**config.mk**
```make
export PLATFORM = sky130hd
export DESIGN_NAME = chao_sheng_bo
export DESIGN_NICKNAME = d
export VERILOG_FILES = /design/src/rtl/chao_sheng_bo.sv
export SDC_FILE = /design/constraint.sdc
export NUM_CORES = 1
export LEC_CHECK = 0
export ABC_CLOCK_PERIOD_IN_PS = 3400
export CAP_MARGIN = 0
export CORE_MARGIN = 2
export CORE_UTILIZATION = 30
export CTS_BUF_LIST = sky130_fd_sc_hd__clkbuf_2 sky130_fd_sc_hd__clkbuf_4 sky130_fd_sc_hd__clkbuf_8
export CTS_CLUSTER_SIZE = 20
export DETAILED_ROUTE_END_ITERATION = 7
export PLACE_DENSITY_LB_ADDON = 0.3
export SYNTH_ARGS = -nofsm -noshare
export SYNTH_HDL_FRONTEND = slang
export SYNTH_SLANG_ARGS = --single-unit
export TNS_END_PERCENT = 10
```
**constraint.sdc**
```tcl
create_clock -name sys_clk -period 3.4 [get_ports sys_clk]
set_clock_uncertainty 0.05 [all_clocks]
set_input_delay 0.51 -clock sys_clk [delete_from_list [all_inputs] [get_ports sys_clk]]
set_output_delay 0.51 -clock sys_clk [all_outputs]
set_load 0.05 [all_outputs]
```
**src/rtl/chao_sheng_bo.sv**
```systemverilog
// chao_sheng_bo: ultrasonic obstacle-avoidance controller.
// Fires periodic trigger pulses, measures the echo width in microseconds and
// steers the H-bridge: forward when the path is clear, otherwise a timed
// reverse followed by a timed turn.
//
// Internal handshake: meas_valid is a single-cycle strobe with no ready.
// meas_obst is valid only in the cycle meas_valid is high, and the motor FSM
// either consumes it in that cycle (STOP/FWD) or drops it (BACK/TURN).
module chao_sheng_bo #(
    parameter int CLK_PER_US     = 50,
    parameter int DIST_TH_CM     = 20,
    parameter int ECHO_MAX_US    = 38000,
    parameter int TRIG_PERIOD_US = 60000,
    parameter int TRIG_HIGH_US   = 10,
    parameter int BACK_US        = 300000,
    parameter int TURN_US        = 300000
) (
    input  logic       sys_clk,
    input  logic       sys_rst_n,
    input  logic       echo,
    output logic       trig,
    output logic [3:0] motor,
    output logic [1:0] dbg_state
);

    localparam int PRE_W   = (CLK_PER_US > 1) ? $clog2(CLK_PER_US) : 1;
    localparam int TRIG_W  = $clog2(TRIG_PERIOD_US + 1);
    localparam int ECHO_W  = $clog2(ECHO_MAX_US + 1);
    localparam int MAN_MAX = (BACK_US > TURN_US) ? BACK_US : TURN_US;
    localparam int MAN_W   = $clog2(MAN_MAX + 1);

    localparam logic [PRE_W-1:0]  PRE_LAST   = PRE_W'(CLK_PER_US - 1);
    localparam logic [TRIG_W-1:0] TRIG_LAST  = TRIG_W'(TRIG_PERIOD_US - 1);
    localparam logic [TRIG_W-1:0] TRIG_HIGH  = TRIG_W'(TRIG_HIGH_US);
    localparam logic [ECHO_W-1:0] ECHO_MAX   = ECHO_W'(ECHO_MAX_US);
    localparam logic [MAN_W-1:0]  BACK_LAST  = MAN_W'(BACK_US - 1);
    localparam logic [MAN_W-1:0]  TURN_LAST  = MAN_W'(TURN_US - 1);
    // Threshold kept in microseconds (58 us of echo per cm) so no divider is needed.
    localparam logic [31:0]       TH_US      = 32'(DIST_TH_CM * 58);

    localparam logic [3:0] CODE_STOP = 4'b0000;
    localparam logic [3:0] CODE_FWD  = 4'b1010;
    localparam logic [3:0] CODE_BACK = 4'b0101;
    localparam logic [3:0] CODE_TURN = 4'b1001;

    typedef enum logic [1:0] {
        ST_STOP = 2'd0,
        ST_FWD  = 2'd1,
        ST_BACK = 2'd2,
        ST_TURN = 2'd3
    } state_t;

    // ---------------- trigger generator ----------------
    logic [PRE_W-1:0]  trig_pre;
    logic [TRIG_W-1:0] trig_us;

    // Free-running us counter; trig is registered from the pre-edge count so the
    // first pulse begins right after the reset-release edge and is glitch-free.
    always_ff @(posedge sys_clk) begin
        if (!sys_rst_n) begin
            trig_pre <= '0;
            trig_us  <= '0;
            trig     <= 1'b0;
        end else begin
            trig <= (trig_us < TRIG_HIGH);
            if (trig_pre == PRE_LAST) begin
                trig_pre <= '0;
                trig_us  <= (trig_us == TRIG_LAST) ? '0 : trig_us + 1'b1;
            end else begin
                trig_pre <= trig_pre + 1'b1;
            end
        end
    end

    // ---------------- echo synchroniser and edges ----------------
    logic echo_s1, echo_s2, echo_d;
    logic echo_rise, echo_fall;

    // Two-flop synchroniser plus one delay stage for edge detection.
    always_ff @(posedge sys_clk) begin
        if (!sys_rst_n) begin
            echo_s1 <= 1'b0;
            echo_s2 <= 1'b0;
            echo_d  <= 1'b0;
        end else begin
            echo_s1 <= echo;
            echo_s2 <= echo_s1;
            echo_d  <= echo_s2;
        end
    end

    assign echo_rise = echo_s2 & ~echo_d;
    assign echo_fall = ~echo_s2 & echo_d;

    // ---------------- echo width measurement ----------------
    // Cycles are counted while echo_d is high: that covers exactly the cycles
    // the synchronised echo was high, including the last one seen at the fall.
    logic [PRE_W-1:0]  echo_pre;
    logic [ECHO_W-1:0] echo_us;
    logic [ECHO_W-1:0] echo_us_next;
    logic              us_tick;
    logic              is_near;
    logic              sat_done;
    logic              meas_valid;
    logic              meas_obst;

    assign us_tick      = echo_d && (echo_pre == PRE_LAST) && (echo_us != ECHO_MAX);
    assign echo_us_next = echo_us + ECHO_W'(us_tick);
    assign is_near      = (32'(echo_us_next) < TH_US);

    // Width counter, saturation report and end-of-pulse report.
    always_ff @(posedge sys_clk) begin
        if (!sys_rst_n) begin
            echo_pre   <= '0;
            echo_us    <= '0;
            sat_done   <= 1'b0;
            meas_valid <= 1'b0;
            meas_obst  <= 1'b0;
        end else begin
            meas_valid <= 1'b0;
            if (echo_rise) begin
                echo_pre <= '0;
                echo_us  <= '0;
                sat_done <= 1'b0;
            end else if (echo_d) begin
                echo_pre <= (echo_pre == PRE_LAST) ? '0 : echo_pre + 1'b1;
                echo_us  <= echo_us_next;
                if (echo_fall) begin
                    // Zero-width pulses are glitches; a saturated pulse was already reported.
                    if (!sat_done && (echo_us_next != '0)) begin
                        meas_valid <= 1'b1;
                        meas_obst  <= is_near;
                    end
                end else if (!sat_done && (echo_us_next == ECHO_MAX)) begin
                    // Echo timed out: nothing in range, report clear once.
                    meas_valid <= 1'b1;
                    meas_obst  <= 1'b0;
                    sat_done   <= 1'b1;
                end
            end
        end
    end

    // ---------------- motor state machine ----------------
    state_t           state_q, state_d;
    logic [3:0]       motor_d;
    logic [PRE_W-1:0] man_pre;
    logic [MAN_W-1:0] man_us;
    logic             man_tick;

    assign man_tick  = (man_pre == PRE_LAST);
    assign dbg_state = state_q;

    // Next state and the motor code that goes with it.
    always_comb begin
        state_d = state_q;
        motor_d = CODE_STOP;
        case (state_q)
            ST_STOP, ST_FWD: if (meas_valid) state_d = meas_obst ? ST_BACK : ST_FWD;
            ST_BACK:         if (man_tick && (man_us == BACK_LAST)) state_d = ST_TURN;
            ST_TURN:         if (man_tick && (man_us == TURN_LAST)) state_d = ST_FWD;
            default:         state_d = ST_STOP;
        endcase
        case (state_d)
            ST_FWD:  motor_d = CODE_FWD;
            ST_BACK: motor_d = CODE_BACK;
            ST_TURN: motor_d = CODE_TURN;
            default: motor_d = CODE_STOP;
        endcase
    end

    // State, registered motor output, and manoeuvre timer cleared on every state entry.
    always_ff @(posedge sys_clk) begin
        if (!sys_rst_n) begin
            state_q <= ST_STOP;
            motor   <= CODE_STOP;
            man_pre <= '0;
            man_us  <= '0;
        end else begin
            state_q <= state_d;
            motor   <= motor_d;
            if ((state_d != state_q) || !((state_q == ST_BACK) || (state_q == ST_TURN))) begin
                man_pre <= '0;
                man_us  <= '0;
            end else if (man_tick) begin
                man_pre <= '0;
                man_us  <= man_us + 1'b1;
            end else begin
                man_pre <= man_pre + 1'b1;
            end
        end
    end

endmodule

```
# ---- After elaboration in Yosys (flattened, before gate mapping)
# Cells that the tools add are included.
dict set report op_classes {
  magnitude_cmp 2
  shifts 0
  mul 0
  n_eq_ne 15
  muxes 14
  n_reduce_logical 20
  n_div 0
  n_addsub 6
  bitwise_logic 7
}
# cell n
set op_table {}
lappend op_table {{== test 16 bit, second input constant} 2}
lappend op_table {{adder 19 x 1 -> 19 bit, second input constant} 1}
lappend op_table {{== test 19 bit, second input constant} 1}
lappend op_table {{adder 6 x 1 -> 6 bit, second input constant} 3}
lappend op_table {{== test 6 bit, second input constant} 3}
lappend op_table {{adder 16 x 1 -> 16 bit} 1}
lappend op_table {{adder 16 x 1 -> 16 bit, second input constant} 1}
lappend op_table {{< comparator 16 x 11 -> 1 bit, second input constant} 1}
lappend op_table {{< comparator 16 x 4 -> 1 bit, second input constant} 1}
lappend op_table {{2-to-1 mux 16 bit} 1}
lappend op_table {{!= test 16 bit, second input constant} 1}
lappend op_table {{nonzero test 16 bit} 1}
lappend op_table {{one-hot mux 4 bit (3 select lines)} 1}
lappend op_table {{== test 2 bit, second input constant} 4}
lappend op_table {{2-to-1 mux 2 bit} 4}
lappend op_table {{OR reduction 2 bit} 4}
lappend op_table {{2-to-1 mux 1 bit} 6}
lappend op_table {{2-to-1 mux 6 bit} 1}
lappend op_table {{one-hot mux 2 bit (3 select lines)} 1}
lappend op_table {{OR reduction 3 bit} 2}
lappend op_table {{logical AND 1 bit} 5}
lappend op_table {{inverter 1 bit} 5}
lappend op_table {{== test 2 x 1 -> 1 bit, second input constant} 2}
lappend op_table {{AND reduction 4 bit} 1}
lappend op_table {{8 further kinds} 11}
dict set report totals {
  ramBits 0
  ff_bits 82
  mem_count 0
  latch_bits 0
  mem_bits_ro 0
  word_cells 79
  inputBits 3
}

# ---- Depth between registers and ports, before layout
dict set report depth {
  word_depth 8
  ltp_mapped 15
  depth_no_buf 14
}

# ---- Least setup slack after synthesis
# Ideal clock, no wire load.
dict set report synth_timing {
  kind {register to register}
  start {register echo_us[1]}
  end {register meas_valid}
  path_stages_with_launch 16
  path_buffers 2
  slack_ps -48
  arrival_ps 3283
  cell_sequence {dfxtp_1 -> clkbuf_2 -> nor4b_1 -> nand3_1 -> nor2_1 -> nor2_1 -> ha_1 -> ha_1 -> and3_4 -> buf_6 -> a311oi_2 -> a41oi_1 -> or3_4 -> or4_1 -> a21o_1 -> and2_1}
}
dict set report synth_between {
  elab_chain_len 7
  elab_cells_between_ends 10
}
# element line
set synth_lines {}
lappend synth_lines {{start: declaration} 99} ;# logic [ECHO_W-1:0] echo_us;
lappend synth_lines {{start signal: assignment} 127} ;# echo_us <= echo_us_next;
lappend synth_lines {{!= test 16 bit} 107} ;# assign us_tick = echo_d && (echo_pre == PRE_LAST) && (echo_us != ECHO_MAX);
lappend synth_lines {{logical AND 1 bit} 107}
lappend synth_lines {{adder 16 x 1 -> 16 bit *} 108} ;# assign echo_us_next = echo_us + ECHO_W'(us_tick);
lappend synth_lines {{== test 16 bit / nonzero test 16 bit (equally long branches)} {134, 130}}
lappend synth_lines {{logical AND 1 bit (on tied branches)} {134, 130}}
lappend synth_lines {{2-to-1 mux 1 bit (on tied branches)} {134, 130}}
lappend synth_lines {{2-to-1 mux 1 bit *} 128} ;# if (echo_fall) begin
lappend synth_lines {{end signal: assignment} 120} ;# meas_valid <= 1'b0;
lappend synth_lines {{end signal: assignment} 131} ;# meas_valid <= 1'b1;
lappend synth_lines {{end signal: assignment} 136} ;# meas_valid <= 1'b1;
lappend synth_lines {{end: declaration} 104} ;# logic meas_valid;
# Mark *: on every way between the ends. The rest lies on a longest branch, timed or not.
# A chain may end at the register's enable or synchronous reset.

# ---- Worst setup path in the final report
dict set report layout_timing {
  start {register echo_pre[1]}
  end {register meas_valid}
}
dict set report layout_between {
  elab_chain_len 8
  elab_cells_between_ends 11
}
# element line
set layout_lines {}
lappend layout_lines {{start: declaration} 98} ;# logic [PRE_W-1:0] echo_pre;
lappend layout_lines {{start signal: assignment} 126} ;# echo_pre <= (echo_pre == PRE_LAST) ? '0 : echo_pre + 1'b1;
lappend layout_lines {{== test 6 bit *} 107}
lappend layout_lines {{logical AND 1 bit * (2 in series)} 107}
lappend layout_lines {{adder 16 x 1 -> 16 bit *} 108}
lappend layout_lines {{== test 16 bit / nonzero test 16 bit (equally long branches)} {134, 130}}
lappend layout_lines {{logical AND 1 bit (on tied branches)} {134, 130}}
lappend layout_lines {{2-to-1 mux 1 bit (on tied branches)} {134, 130}}
lappend layout_lines {{2-to-1 mux 1 bit *} 128}
# Marked as above.

==> results.json <==
{
  "status": "finished, final reports clean",
  "ys.flop_type": "dfxtp_1",
  "ys_ff_latch": 81,
  "r2r_setup_slack_ns": 0.14,
  "path_class": "flop to flop",
  "timing_hold_violations_final": 0,
  "drcViolationCount": 0,
  "gp_congestion": 0.770,
  "hold_buffers": 0,
  "viasPerCell": 4.79,
  "cts-root-buf": "clkbuf_8",
  "utilization_pct": 36.0,
  "synth_top_area_cell": "dfxtp_1",
  "reg2reg_from": "echo_pre[1]$_SDFFE_PP0P_",
  "io_pins": 10,
  "cts.sinks": 81,
  "wl_met3_um": 186,
  "cp-startpoint": "echo_pre[1]$_SDFFE_PP0P_",
  "ys_types": 52,
  "grt_max_degree": 23,
  "start_util_pct": 30.8,
  "routed_wirelength_um": 7910,
  "min_from": "echo_s1$_SDFF_PN0_",
  "grt_pass1_wl_um": 13900,
  "nNetsFinal": 498,
  "grt_pass1_vias": 3045,
  "die_area_um2": 13900,
  "ir_drop_mv": 0.163,
  "synthCells": 456,
  "syn_area_per_cell_um2": 8.56,
  "arrival_ns": 3.47,
  "pwr-share-seq_pct": 58.2,
  "timing.final.crit_share_pct": 96.0,
  "p_sw_share_pct": 23.9,
  "comb_power_share_pct": 2.3,
  "synth_nets": 469,
  "power_leakage_nw": 1.67,
  "vias": 3174,
  "powerDensity_nw_per_um2": 361,
  "port_buffers": 9,
  "grt-ovfl-total": 0,
  "finalSetupViolations": 0,
  "p_sw_uw": 394,
  "slew_headroom_pct": 63.0,
  "cp-end-kind": "flop",
  "topRoutingLayerUsed": "met4",
  "endpoint": "meas_valid$_SDFF_PP0_",
  "clockPowerShare_pct": 39.5,
  "r2r-end": "meas_valid$_SDFF_PP0_",
  "cp.required_ns": 3.61,
  "coreArea_um2": 12700,
  "finalPower_mw": 1.65,
  "fp.dieW_um": 118,
  "cts_tree": "yes",
  "hpwl_um": 5670,
  "cts_made_buffers": 9,
  "worstSetupStartpointType": "flop",
  "max_freq_mhz": 307,
  "min_period_ns": 3.26,
  "wl_per_cell_um": 12.0,
  "clockBufferDepth": 2,
  "firstDrtPassIters": 4,
  "met1_length_um": 3780,
  "clk_latency_ns": 0.36,
  "drv_slew": 0,
  "clkTransAtPathRegs_ns": 0.09,
  "ys_warn_count": 0,
  "setup-tns-final_ns": 0,
  "diodes": 0,
  "dr_wl_met2_um": 3750,
  "maxCapViolations": 0,
  "internal-power_mw": 1.25,
  "track_usage_pct": 12.0,
  "syn2layout_area_growth_pct": 16.8,
  "grt_antenna_before_repair": 0,
  "synthArstFlopShare_pct": 0,
  "hold_class": "flop to flop",
  "synth-edff-count": 0,
  "worstMarginPinSlew_ns": 0.550,
  "synth.cell_area_um2": 3900,
  "layout-drive-gt1-share_pct": 13.9,
  "h-tree-depth": 3,
  "rows": 41,
  "die_h_um": 118,
  "ant_nets": 0,
  "yosysSeqAreaShare_pct": 41.5,
  "r2r_cells": 14,
  "cp_max_fo": 6,
  "synth.top_cells.by_area": "dfxtp_1, xor2_1, nor2_1, xnor2_1, nand2_1",
  "yosysTopAreaCellShare_pct": 41.5,
  "first_iter_violations": 135
}
## synth_stat cells, drive strengths merged, types with 9 or more instances
library cell and n:
nor2 90, dfxtp 81, clkbuf 12, nor4 9, nand4 23, nand2 37, ha 10, xor2 47
buf 9, o21ai 12, and3 12, nand3 19, xnor2 20
## power groups by stage
stage | combinational (mW) | sequential (mW) | clock, mW
after floorplan | 0.0219 | 0.982 | 0
after global placement | 0.0384 | 0.980 | 0
after detailed placement | 0.0389 | 0.981 | 0
after CTS | 0.0389 | 0.958 | 0.673
after global routing | 0.0432 | 0.959 | 0.708
final | 0.0384 | 0.958 | 0.650
## layout make-up
type	instances	area, µm²
clock buffers	10	138
multi-input cells	347	2190
inverters	7	26.3
well taps	172	215
repair buffers	39	323
clock inverters	6	42.5
fillers	1303	8110
flip-flops and latches	81	1620
## critical path, cell delays in order (launching register included)
cell	delay, ns
dfxtp_2	0.36
inv_1	0.05
ha_1	0.16
and4b_1	0.20
nand3b_1	0.13
nor2_2	0.05
ha_2	0.17
buf_4	0.15
and4_4	0.21
a211oi_1	0.27
a31oi_1	0.07
or3_4	0.41
or4_1	0.53
a21o_1	0.20
and2_1	0.15
## repair_timing
item                                    in CTS  in global routing
resized for setup                            0                 13
buffers inserted                             0                  3
endpoints found under the setup margin       0                  3
## state kept, by name, indices dropped and copies added (netlist names), 2 cells and up
name and count:
trig_us 16, echo_us 16, trig_pre 6, motor 3, man_pre 6, man_us 19, dbg_state 2, echo_pre 6
## cell families (layout without fill, tap and decap cells)
logic type	Yosys count	after routing	share of synthesized area, %
compound gates	38	38	6.18
xor+xnor	67	67	15.0
fa+ha+maj	10	10	3.20
buf+inv	28	62	3.78
flops	81	81	41.5
mux	4	4	1.03
simple gates	228	228	29.3
## cells in the final DEF, fill, tap and decap left out, types with 3 or more instances in the layout
cell,Yosys,layout
xor2_1,47,47
clkbuf_8,0,10
nor2_1,90,88
inv_1,6,6
nand3_1,19,18
and3_1,11,11
a31oi_1,6,6
and4_1,3,3
buf_4,1,28
o21ai_0,11,11
clkdlybuf4s50_1,0,9
a21oi_1,8,8
nor3_1,5,5
ha_1,10,8
or4_1,3,3
nand2_1,37,37
xnor2_1,20,19
nand4_1,22,22
dfxtp_1,81,80
and2_1,6,6
nor4_1,9,8
mux2i_1,4,4
## how the worst min path moves through the flow
stage,to,slack (ns),cells after the start
finish,echo_s2$_SDFF_PN0_,0.40,1
global route,echo_s2$_SDFF_PN0_,0.45,1
CTS,echo_s2$_SDFF_PN0_,0.40,1
detailed placement,echo_s2$_SDFF_PN0_,0.38,1
global placement,echo_s2$_SDFF_PN0_,0.37,1
floorplan,echo_s2$_SDFF_PN0_,0.36,1
## layer usage
metal,vias up,global-route usage [%]
met2,37,19.5
met1,1494,14.8
met4,0,7.00
li1,1629,-
met5,-,0
met3,14,1.99
## stage by stage
step | worst slack (ns) | area, µm² | hold slack, ns | std cells
after detailed placement | 0.0862 | 4300 | 0.381 | 643
after global routing | -0.0103 | 4560 | 0.449 | 662
after CTS | 0.0528 | 4480 | 0.401 | 659
after floorplan | 0.0439 | 3910 | 0.362 | 456
final | 0.137 | 4560 | 0.402 | 662
after global placement | 0.158 | 4300 | 0.369 | 643
Power figures use the tool's default switching activity.
==> edit (config.mk and constraints unchanged) <==
Register the input `echo` before use, with the module's reset. The logic sees it one clock later.
--- a/src/rtl/chao_sheng_bo.sv
+++ b/src/rtl/chao_sheng_bo.sv
@@ -51,4 +51,14 @@
     } state_t;
 
+    logic echo_q;
+
+    always_ff @(posedge sys_clk) begin
+        if (!sys_rst_n) begin
+            echo_q <= '0;
+        end else begin
+            echo_q <= echo;
+        end
+    end
+
     // ---------------- trigger generator ----------------
     logic [PRE_W-1:0]  trig_pre;
@@ -84,5 +94,5 @@
             echo_d  <= 1'b0;
         end else begin
-            echo_s1 <= echo;
+            echo_s1 <= echo_q;
             echo_s2 <= echo_s1;
             echo_d  <= echo_s2;
Function: no difference found for any inputs over 10 cycles, from zero or initial values and one cycle with sys_rst_n low; that may be too few to reach the edited logic, so the function may still have changed.
==> edit against the unedited design <==
  * Critical path depth shrank 2
  * Setup slack gained 45 ps
  * Final area grew 2.2%
  * Critical path type unchanged
  * Largest power group unchanged
  * Sequential cell count grew 1
  * First-iteration DRC count grew 0.74%
  * Area after synthesis grew 5.6%
  * Wire length grew 3.7%
  * Power grew 8.2%
==> edit: results <==
export IMPL_status="completed"
export IMPL_grtUsageMet1_pct=15.6
export IMPL_crit_path_top_delay_cell="or4_2"
export IMPL_worstMarginPinSlew_ps=529
export IMPL_critPathCapture="meas_obst$_SDFFE_PN0P_"
export IMPL_reg2reg_to="meas_obst$_SDFFE_PN0P_"
export IMPL_wl_per_cell_um=12.3
export IMPL_fin_cells=666
export IMPL_synth_fp_nets=481
export IMPL_synth_distinct_cells=70
export IMPL_layout_drive_gt1_share_pct=11.6
export IMPL_via_count=3215
export IMPL_dp_slack_ps=136
export IMPL_rr_worst_depth=12
export IMPL_critPathLaunch="echo_us[1]$_SDFFE_PP0P_"
export IMPL_grt_pass1_vias=2997
export IMPL_slowest_delay_ps=670
export IMPL_grtUsageMet2_pct=19.5
export IMPL_dpl_cell_area_um2=4430
export IMPL_dp_cells=651
export IMPL_worstPathMaxFanout=9
export IMPL_hpwl_um=5890
export IMPL_grt_max_degree=24
export IMPL_seq_area_frac_synth_pct=39.8
export IMPL_grt_pass1_wl_um=14300
export IMPL_synthTopCellsByCount="nor2_1 (86), dfxtp_1 (82), xor2_1 (41)"
export IMPL_drt_iter0_drc=136
export IMPL_avgSynthCellArea_um2=8.81
## edit: power by group through the flow
stage | Sequential [mW] | Combinational (mW) | Clock, mW
after floorplan | 0.994 | 0.0202 | 0
after global placement | 0.992 | 0.0356 | 0
after detailed placement | 0.993 | 0.0358 | 0
after CTS | 0.970 | 0.0359 | 0.803
after global routing | 0.971 | 0.0398 | 0.845
final | 0.970 | 0.0350 | 0.777
## edit: final cells by class
type	instances	area share, %
repair buffers	27	4.83
multi-input cells	358	50.0
clock inverters	6	1.93
clock buffers	9	2.66
flip-flops and latches	82	35.2
well taps	176	4.73
inverters	8	0.644
## edit: timing repair
| action | in CTS | in global routing |
|---|---|---|
| setup buffers | 0 | 0 |
| gates resized for setup | 0 | 3 |
| hold endpoints to repair | 0 | 0 |
| endpoints found under the setup margin | 0 | 1 |
## edit: worst register-to-register path: cells and delay by family (launching register included)
kind,cells,cell delay [ps]
compound gates,5,1090
xor+xnor,1,160
flops,1,320
fa+ha+maj,1,200
buf+inv,1,170
simple gates,4,1130
## edit: kinds of logic (layout without fill, tap and decap cells)
family	after synthesis	after routing	share of synthesized area, %
buffers and inverters	28	50	4.09
DFF	82	82	39.8
xor gates and xnor gates	61	61	13.1
muxes	3	3	0.728
adders and majority gates	10	10	3.03
and+or+nand+nor	234	234	30.4
AOI/OAI and AO/OA	50	50	8.83
## edit: routing by layer
metal	part of all wire, %	vias to the layer above
met5	0	-
met3	3.1	11
met4	2.2	0
met2	46	30
li1	-	1668
met1	49	1506
## edit: metrics by stage
stage          utilization [%]  setup TNS (ps)  hold slack (ps)
2_1_floorplan                -               0              362
3_3_place_gp              33.2               0              370
3_5_place_dp              33.2               0              375
4_1_cts                   34.8               0              399
5_1_grt                   34.9           -1.41              407
6_report                  34.9               0              393
